`config.mk`:
```
export PLATFORM = sky130hd
export DESIGN_NAME = ext_razor_monitor
export DESIGN_NICKNAME = d
export VERILOG_FILES = /design/src/rtl/ext_razor_monitor.sv
export SDC_FILE = /design/constraint.sdc
export NUM_CORES = 1
export LEC_CHECK = 0
export ABC_CLOCK_PERIOD_IN_PS = 3200
export CORE_AREA = 4 4 69 71
export DETAILED_ROUTE_END_ITERATION = 8
export DIE_AREA = 0 0 73 75
export PLACE_DENSITY_LB_ADDON = 0.3
export SETUP_SLACK_MARGIN = 0.05
export SLEW_MARGIN = 10
export SYNTH_ARGS = -nofsm -noshare
export SYNTH_HDL_FRONTEND = slang
export SYNTH_SLANG_ARGS = --single-unit
```
`constraint.sdc`:
```
create_clock -name Clock -period 3.2 [get_ports Clock]
set_clock_uncertainty 0.15 [all_clocks]
set_input_delay 0.64 -clock Clock [delete_from_list [all_inputs] [get_ports Clock]]
set_output_delay 0.64 -clock Clock [all_outputs]
set_load 0.05 [all_outputs]
```
`src/rtl/ext_razor_monitor.sv`:
```
// Purpose: registers (optionally 0.75-scaled, `ifdef EXT_SCALE_EN) extrinsic as next a-priori value; counts Razor errors per frame and requests DVFS up/down.
// Latency: ba1_next/ba1_valid 1 cycle after the accepted sample; vdd_up/vdd_down pulse in the single EVAL cycle after the final strobe.
// Backpressure: none; samples outside RUN are dropped, start outside IDLE is ignored.
module ext_razor_monitor #(
  parameter int M             = 6,
  parameter int CNT_W         = 8,
  parameter int NUM_HALF_ITER = 16,
  parameter int THRESH        = 4
) (
  input  logic                Clock,
  input  logic                nReset,
  input  logic                start,
  input  logic                iter_valid,
  input  logic signed [M-1:0] be1_TrueQ,
  input  logic                Error_current_be1,
  output logic signed [M-1:0] ba1_next,
  output logic                ba1_valid,
  output logic [CNT_W-1:0]    err_count,
  output logic                vdd_up,
  output logic                vdd_down,
  output logic                busy
);

  localparam int SW = $clog2(NUM_HALF_ITER + 1);
  localparam logic [SW-1:0]    LAST     = SW'(NUM_HALF_ITER - 1);
  localparam logic [CNT_W-1:0] CNT_MAX  = '1;
  localparam logic [CNT_W-1:0] THRESH_C = CNT_W'(THRESH);

  typedef enum logic [1:0] {IDLE, RUN, EVAL} state_t;

  state_t             state, state_nxt;
  logic [SW-1:0]      strobe_cnt, strobe_nxt;
  logic [CNT_W-1:0]   err_nxt;
  logic               sample;
  logic               last_strobe;
  logic signed [M-1:0] scaled;

  assign sample      = (state == RUN) && iter_valid;
  assign last_strobe = sample && (strobe_cnt == LAST);

`ifdef EXT_SCALE_EN
  // x - x/4 never exceeds the input magnitude, so M bits hold the exact result
  assign scaled = be1_TrueQ - (be1_TrueQ >>> 2);
`else
  assign scaled = be1_TrueQ;
`endif

  always_comb begin
    state_nxt  = state;
    strobe_nxt = strobe_cnt;
    err_nxt    = err_count;
    case (state)
      IDLE: begin
        if (start) begin
          state_nxt  = RUN;
          strobe_nxt = '0;
          err_nxt    = '0;
        end
      end
      RUN: begin
        if (sample) begin
          strobe_nxt = strobe_cnt + SW'(1);
          if (Error_current_be1 && (err_count != CNT_MAX))
            err_nxt = err_count + CNT_W'(1);
          if (last_strobe)
            state_nxt = EVAL;
        end
      end
      EVAL:    state_nxt = IDLE;
      default: state_nxt = IDLE;
    endcase
  end

  always_ff @(posedge Clock or negedge nReset) begin
    if (!nReset) begin
      state      <= IDLE;
      strobe_cnt <= '0;
      err_count  <= '0;
      ba1_next   <= '0;
      ba1_valid  <= 1'b0;
      vdd_up     <= 1'b0;
      vdd_down   <= 1'b0;
      busy       <= 1'b0;
    end else begin
      state      <= state_nxt;
      strobe_cnt <= strobe_nxt;
      err_count  <= err_nxt;
      ba1_valid  <= sample;
      if (sample)
        ba1_next <= scaled;
      // decision uses err_nxt so an error on the final strobe is counted
      vdd_up     <= last_strobe && (err_nxt >= THRESH_C);
      vdd_down   <= last_strobe && (err_nxt == '0);
      busy       <= (state_nxt != IDLE);
    end
  end

endmodule

```
==> After elaboration in Yosys (flattened, before gate mapping) <==
Index checks and enable logic that the tools add are counted.
{ "word_totals": {"wordCells": 37, "out_inout_bits": 18, "register_bits": 25} }
{ "classes": {"n_eq_ne": 5, "add_sub_neg": 2, "order_cmp": 1, "reduce_logical": 10, "muxes": 11} }
{ "op_table": {"columns": ["cell", "count"], "rows": [
  ["2-to-1 mux 8 bit", 3],
  ["one-hot mux 8 bit (2 select lines)", 1],
  ["2-to-1 mux 5 bit", 2],
  ["one-hot mux 5 bit (2 select lines)", 1],
  ["adder 8 x 1 -> 8 bit, second input constant", 1],
  [">= comparator 8 x 3 -> 1 bit, second input constant", 1],
  ["zero test 8 bit", 1],
  ["inequality test 8 bit, second input constant", 1],
  ["2-to-1 mux 2 bit", 3],
  ["adder 5 x 1 -> 5 bit, second input constant", 1],
  ["equality test 5 x 4 -> 1 bit, second input constant", 1],
  ["logical AND 1 bit", 5],
  ["inequality test 2 bit, second input constant", 2],
  ["one-hot mux 2 bit (2 select lines)", 1],
  ["nonzero test 2 bit", 2],
  ["AND reduction 3 bit", 1],
  ["equality test 2 x 1 -> 1 bit, second input constant", 1],
  ["zero test 2 bit", 1]
]} }

==> Logic depth before layout (Yosys ltp) <==
Gate-level depths: netlist (run 1).
{ "logic_depth": {"word_depth": 7, "mapped_depth": 7, "ltp_nobuf": 6} }

==> Least setup slack after synthesis (run 1) <==
OpenSTA, ideal clock, no wires.
{ "synth_path": {"path_type": "register to register", "start": "register err_count[0]", "end": "register vdd_up", "setup_time_ns": 0.124, "path_buffers": 0, "path_slack_ns": 0.655, "stages_incl_launch_ff": 7, "arrival_ns": 2.271, "cell_sequence": "dfrtp_1 ha_1 nand3_1 o311ai_4 o31ai_2 or4_4 o31a_1"} }
{ "synth_between": {"elab_chain_cells": 7, "word_cells_on_any_way": 9} }
{ "synth_lines": {"columns": ["item", "line_no", "source"], "rows": [
  ["start: declaration", "18", "output logic [CNT_W-1:0] err_count,"],
  ["start signal: assignment", "87", "err_count <= err_nxt;"],
  ["parallel branches: the longest is 2 deep, another holds adder 8 x 1 -> 8 bit", null, null],
  ["2-to-1 mux 8 bit *", "63", "if (Error_current_be1 && (err_count != CNT_MAX))"],
  ["2-to-1 mux 8 bit *", "61", "if (sample) begin"],
  ["one-hot mux 8 bit (2 select lines) *", "52", "case (state)"],
  ["named net err_nxt[4]", "33", "logic [CNT_W-1:0] err_nxt;"],
  [">= comparator 8 x 3 -> 1 bit *", "92", "vdd_up <= last_strobe && (err_nxt >= THRESH_C);"],
  ["logical AND 1 bit *", "92", null],
  ["end signal: assignment", "92", null],
  ["end: declaration", "19", "output logic vdd_up,"]
]} }
Mark *: on every way through the listed nets, which the timed path passes.
A chain may end at the register's enable or synchronous reset.

==> Worst setup path in the final report (run 1) <==
{ "layout_path": {"start": "input start", "end": "register vdd_up"} }
{ "layout_between": {"elab_chain_cells": 4} }
{ "layout_lines": {"columns": ["item", "line_no", "source"], "rows": [
  ["start: declaration", "12", "input logic start,"],
  ["2-to-1 mux 8 bit", "54", "if (start) begin"],
  ["one-hot mux 8 bit (2 select lines)", "52", null],
  ["named net err_nxt[4]", "33", null],
  [">= comparator 8 x 3 -> 1 bit", "92", null],
  ["logical AND 1 bit", "92", null]
]} }
The timed path passes the listed nets, and every way through them passes these cells.

==> flow_summary_export.csv, run 1 <==
group,metric,value,unit
grt,first_global_vias,977,
die,start_util,0.281,
die,die_h,75,um
setup_path,critPathKind,"in2reg",
placement,detailed_place_hpwl,1.92,mm
logic_synthesis,async_reset_ff_frac,1.00,
clock_tree,post_cts_resized,0,
grt,grt_antenna_before_repair,0,
power_and_ir_drop,total_power,1.19,mW
setup_path,cp_data_required_time,3.21,ns
logic_synthesis,postSynthCellCount,113,
die,rows,24,
logic_synthesis,synth_edf_count,0,
drt,wire_per_inst,13.4,um
logic_synthesis,synthesis.nets,127,
timing,grt_setup_unrepaired,"no",
logic_synthesis,synth_top_area_share,0.525,
logic_synthesis,ys_seq_area_frac,0.525,
power_and_ir_drop,total_leakage_power,0.671,nW
timing,tns,0,ns
cells_and_area,diodes,0,
setup_path,path_buf_inv,1,
die,die_w,73,um
worst_hold_path,hold_path.class,"reg2reg",
timing,holdWs,0.335,ns
setup_path,cp_top_family,"simple AND/OR/NAND/NOR gates",
timing,fin_crit_sh,0.845,
clock_tree,clock-sinks,25,
drt,num_vias,961,
timing,fin_crit,2.70,ns
timing,finalMaxSlewViolations,0,
cells_and_area,n_fill_cell,411,
placement,place.gp.congestion,0.861,
setup_path,cp_max_fo,9,
drt,vias_per_cell,4.90,
drt,drt-total-wl,2.63,mm
drt,drt_iter0_markers,70,
logic_synthesis,netlist_area,1190,um^2
setup_path,slowest_stage,"or4_4",
cells_and_area,fin_util,0.373,
grt,grt_use_total,0.108,
grt,gr-total-overflow,0,
cells_and_area,final_nets,159,
setup_path,path_cells,"clkdlybuf4s50_1 -> or3b_1 -> o311ai_4 -> o31ai_2 -> or4_4 -> o31a_1",
clock_tree,numCtsBuffers,3,
clock_tree,ctsHoldBuffers,0,
grt,grt_first_pass_wirelength,4.71,mm
setup_path,max_stage_delay,0.56,ns
timing,worst_slew_pin_slew,0.512,ns
placement,postPlaceCellArea,1530,um^2
logic_synthesis,ys_ff_latch,25,
run_status,status,"finished clean",
die,die_area,5480,um^2
cells_and_area,area_growth,32.5,%
clock_tree,cts_setup_buffers,0,
logic_synthesis,yosys.area.top_type,"dfrtp_1",
logic_synthesis,yosysWarnings,0,
clock_tree,root_buffer,"clkbuf_8",
setup_path,critPathArrivalTime,2.71,ns
power_and_ir_drop,power_density,757,nW/um^2
timing,fmax,0.370,GHz
drt,first_pass_iters,4,
cells_and_area,drive_above_1_share,0.0972,
placement,io_buffers,28,
logic_synthesis,syn_avg_cell_area,10.5,um^2
timing,relSlewSlack,0.658,
power_and_ir_drop,ir_drop,0.334,mV
logic_synthesis,post_synth_num_cell_types,37,
setup_path,start_kind,"input port",
cells_and_area,layout_common_cells,"28 x clkdlybuf4s50_1, 27 x nand2_1, 25 x dfrtp_1",
clock_tree,cts_tree,"built",
logic_synthesis,synthTopCellsByArea,"dfrtp_1 53%, nand2_1 8.5%, ha_1 3.2%",
cells_and_area,fin_area,1580,um^2
die,io_pins,29,
timing,hold_viol_final,0,
drt,drc,0,
timing,setup_viol,0,
cells_and_area,final_common_cell,"clkdlybuf4s50_1",
clock_tree,cts-htree-levels,1,
clock_tree,clockBufferDepth,2,
setup_path,endpoint_kind,"flop",
grt,grt_start_max_net_pins,26,
clock_tree,clk_pin_slew,0.09,ns
cells_and_area,seqCellArea,626,um^2
cells_and_area,multiInputGateArea,528,um^2
die,coreArea,4230,um^2
logic_synthesis,ys.flop_type,"dfrtp_1",
flow_run,cap_violations,0,
drt,antenna_left,0,
clock_tree,clock_latency,0.27,ns
[cells in the mapped netlist, drive strengths merged, types with 2 or more instances]
| cell | number |
|---|---|
| a211oi | 2 |
| and2 | 2 |
| and3 | 2 |
| clkbuf | 2 |
| dfrtp | 25 |
| ha | 3 |
| inv | 5 |
| mux2i | 2 |
| nand2 | 27 |
| nand3 | 5 |
| nor2 | 5 |
| nor4 | 3 |
| o21ai | 6 |
| o311ai | 2 |
| o31ai | 2 |
| or4 | 2 |
| xor2 | 2 |
[worst reg2reg max path: cells and delay by family (launching register included)]
kind	cells	cell delay, ns
AO/OA/AOI/OAI	2	0.56
AND/OR/NAND/NOR	2	0.75
adder cells (fa/ha/maj)	1	0.25
multiplexers	1	0.14
flip-flops	1	0.46
[cell families (layout without fill, tap and decap cells)]
| logic type | after synthesis | count (layout) | synth area share |
|---|---|---|---|
| AND/OR/NAND/NOR | 55 | 55 | 0.250 |
| flip-flops | 25 | 25 | 0.525 |
| AO/OA/AOI/OAI | 17 | 17 | 0.121 |
| buffers and inverters | 8 | 39 | 0.0315 |
| adder cells (fa/ha/maj) | 3 | 3 | 0.0315 |
| multiplexers | 3 | 3 | 0.0263 |
| XOR/XNOR | 2 | 2 | 0.0147 |
[stage by stage]
stage	instances	setup slack (ns)
2_1_floorplan	113	0.655
3_3_place_gp	192	0.253
3_5_place_dp	192	0.215
4_1_cts	196	0.494
5_1_grt	196	0.414
6_report	196	0.496
[per-layer routing]
| metal | track usage | part of all wire | vias up |
|---|---|---|---|
| met3 | 0.0401 | 0.076 | 0 |
| met1 | 0.143 | 0.45 | 468 |
| met2 | 0.177 | 0.47 | 34 |
| met4 | 0.0123 | 0 | 0 |
| met5 | 0 | 0 | - |
| li1 | - | - | 459 |
[power by group]
| group | switching, mW | leakage (nW) | internal, mW |
|---|---|---|---|
| Sequential | 0.0874 | 0.313 | 0.398 |
| Clock | 0.0990 | 0.0228 | 0.0890 |
| Combinational | 0.324 | 0.335 | 0.197 |
| Total | 0.510 | 0.671 | 0.684 |
[final timing paths]
check / startpoint / end / slack, ns / cells past startpoint
worst max-delay path: start / vdd_up / 0.50 / 6
worst min-delay path: strobe_cnt[4] / strobe_cnt[4] / 0.33 / 2
worst max register to register: err_count[0] / vdd_up / 0.79 / 6
worst min register to register: strobe_cnt[4] / strobe_cnt[4] / 0.33 / 2
max in group asynchronous: nReset / strobe_cnt[1] / 2.06 / 2
min in group asynchronous: nReset / err_count[1] / 0.58 / 2
[final cells by class]
| type | count | share of cell area |
|---|---|---|
| Tap cell | 52 | 0.0412 |
| Sequential cell | 25 | 0.397 |
| Inverter | 5 | 0.0119 |
| Clock buffer | 4 | 0.0285 |
| Multi-Input combinational cell | 80 | 0.335 |
| Timing Repair Buffer | 30 | 0.187 |
[flip-flops by register name (all words and copies together) (netlist names)]
| signal | flops |
|---|---|
| ba1_valid | 1 |
| busy | 1 |
| state | 2 |
| vdd_up | 1 |
| err_count | 8 |
| ba1_next | 6 |
| strobe_cnt | 5 |
| vdd_down | 1 |
(Power assumes the default switching activity.)
==> inputs of run 2 (changes only) <==
ABC_CLOCK_PERIOD_IN_PS = 2700   (was 3200)
clock period = 2.7 ns   (was 3.2 ns; I/O delays follow)
==> run 2 against run 1 <==
Against the previous run: combinational power is 22% higher; power is 20% higher; non-clock buffer count up 4; sequential power grew 18%; first-iteration DRC count rose by 79%; clock power rose by 20%; global-route usage up 0.088 points; flip-flop and latch count stayed put; critical path type unchanged.
==> flow_summary_export.csv, run 2 (synthesized netlist as in run 1, its figures left out) <==
group,metric,value,unit
timing,finalMaxSlewViolations,0,
die,die_w,73,um
placement,detailed_place_hpwl,2.08,mm
setup_path,cp_data_required_time,2.72,ns
timing,fmax,0.397,GHz
cells_and_area,drive_above_1_share,0.128,
power_and_ir_drop,seq_power_share,0.400,
die,coreArea,4230,um^2
worst_hold_path,hold_path.class,"reg2reg",
die,die_area,5480,um^2
cells_and_area,largest_register,"err_count",
grt,first_global_vias,1054,
setup_path,reg2regPathDepth,6,
power_and_ir_drop,intPower,0.819,mW
drt,num_vias,985,
grt,grt_first_pass_wirelength,4.72,mm
setup_path,max_stage_delay,0.55,ns
timing,worst_slew_pin_slew,0.531,ns
timing,fin_crit_sh,0.932,
setup_path,cp_top_family,"simple AND/OR/NAND/NOR gates",
grt,grt_start_max_net_pins,26,
timing,hold_viol_final,0,
power_and_ir_drop,total_leakage_power,0.688,nW
clock_tree,clock-sinks,25,
cells_and_area,reg_top3,"err_count (8), ba1_next (6), strobe_cnt (5)",
setup_path,path_buf_inv,1,
clock_tree,clk_pin_slew,0.09,ns
setup_path,reg2reg_setup_slack,0.28,ns
worst_hold_path,worstHoldStart,"ba1_next[2]",
worst_hold_path,hold_path_end,"ba1_next[2]",
clock_tree,root_buffer,"clkbuf_8",
setup_path,cp_max_fo,8,
setup_path,endpoint_kind,"flop",
die,die_h,75,um
cells_and_area,fin_area,1610,um^2
cells_and_area,final_common_cell,"clkdlybuf4s50_1",
setup_path,start_kind,"input port",
cells_and_area,final_nets,163,
drt,wl_met2,1.29,mm
setup_path,path_cells,"clkdlybuf4s50_1 -> nand4b_4 -> o311ai_4 -> o31ai_2 -> or4_4 -> o31a_1",
drt,wl_met3,221,um
power_and_ir_drop,switching_share,0.429,
cells_and_area,largest_reg_flops,8,
timing,holdWs,0.337,ns
power_and_ir_drop,ir_drop,0.442,mV
clock_tree,clock_latency,0.27,ns
clock_tree,ctsHoldBuffers,0,
drt,routed.top_layer,"met3",
setup_path,critPathKind,"in2reg",
placement,postPlaceCellArea,1560,um^2
drt,first_pass_iters,4,
die,rows,24,
placement,dp_cells,196,
placement,io_buffers,28,
clock_tree,post_cts_resized,0,
grt,grt_antenna_before_repair,0,
cells_and_area,fin_util,0.381,
setup_path,r2r-start,"err_count[0]",
clock_tree,numCtsBuffers,3,
setup_path,critPathArrivalTime,2.53,ns
setup_path,r2r_end,"vdd_up",
flow_run,cap_violations,0,
timing,grt_setup_unrepaired,"no",
timing,tns,0,ns
cells_and_area,diodes,0,
grt,gr-total-overflow,0,
drt,drt_iter0_markers,125,
run_status,status,"finished clean",
die,io_pins,29,
drt,vias_per_cell,4.93,
placement,place.gp.congestion,0.933,
setup_path,slowest_stage,"or4_4",
drt,drt-total-wl,2.75,mm
cells_and_area,layout_common_cells,"28 x clkdlybuf4s50_1, 27 x nand2_1, 25 x dfrtp_1",
die,start_util,0.281,
clock_tree,cts_tree,"built",
cells_and_area,stdcell_count,200,
cells_and_area,area_growth,35.3,%
drt,wire_per_inst,13.7,um
worst_hold_path,min_path_cells,2,
setup_path,cp-startpoint,"iter_valid",
timing,relSlewSlack,0.645,
power_and_ir_drop,p_clk_frac,0.157,
drt,antenna_left,0,
drt,drc,0,
timing,setup_viol,0,
power_and_ir_drop,power.switching,0.616,mW
clock_tree,clockBufferDepth,2,
clock_tree,cts-htree-levels,1,
clock_tree,cts_setup_buffers,0,
grt,grt_use_total,0.109,
timing,fin_crit,2.52,ns
power_and_ir_drop,power_density,890,nW/um^2
drt,wl_met1,1.24,mm
power_and_ir_drop,combPwrFrac,0.443,
-- run 2: how the worst max path moves through the flow --
stage	endpoint	cells past startpoint
6_report	vdd_up	6
5_1_grt	vdd_up	7
4_1_cts	vdd_up	6
3_5_place_dp	vdd_up	6
3_3_place_gp	vdd_up	6
2_1_floorplan	vdd_up	6
-- run 2: per-layer routing --
metal / up-vias / GRT usage
met1: 477 / 0.132
met4: 0 / 0.0225
met2: 40 / 0.187
met3: 0 / 0.0414
li1: 468 / -
met5: - / 0
-- run 2: tightest hold or removal path, delay by kind of cell (launching register included) --
family           cells  cell delay (ns)
DFF                  1             0.35
and+or+nand+nor      2             0.10
-- run 2: power groups by stage --
stage	clock, mW	sequential [mW]	combinational (mW)
5_1_grt	0.251	0.590	0.688
6_report	0.225	0.574	0.635
3_3_place_gp	0	0.574	0.624
3_5_place_dp	0	0.580	0.638
4_1_cts	0.236	0.574	0.641
2_1_floorplan	0	0.763	0.228
-- run 2: area by class of cell --
type	count	area, um^2
Sequential cell	25	626
Multi-Input combinational cell	80	528
Inverter	5	18.8
Fill cell	418	2620
Clock buffer	3	41.3
Timing Repair Buffer	34	325
Tap cell	52	65.1
Clock inverter	1	7.51
-- run 2: metrics by stage --
| step | power, mW | worst slack (ns) |
|---|---|---|
| after floorplan | 0.991 | 0.155 |
| after global placement | 1.20 | -0.0732 |
| after detailed placement | 1.22 | -0.104 |
| after CTS | 1.45 | 0.195 |
| after global routing | 1.53 | 0.100 |
| final | 1.43 | 0.183 |
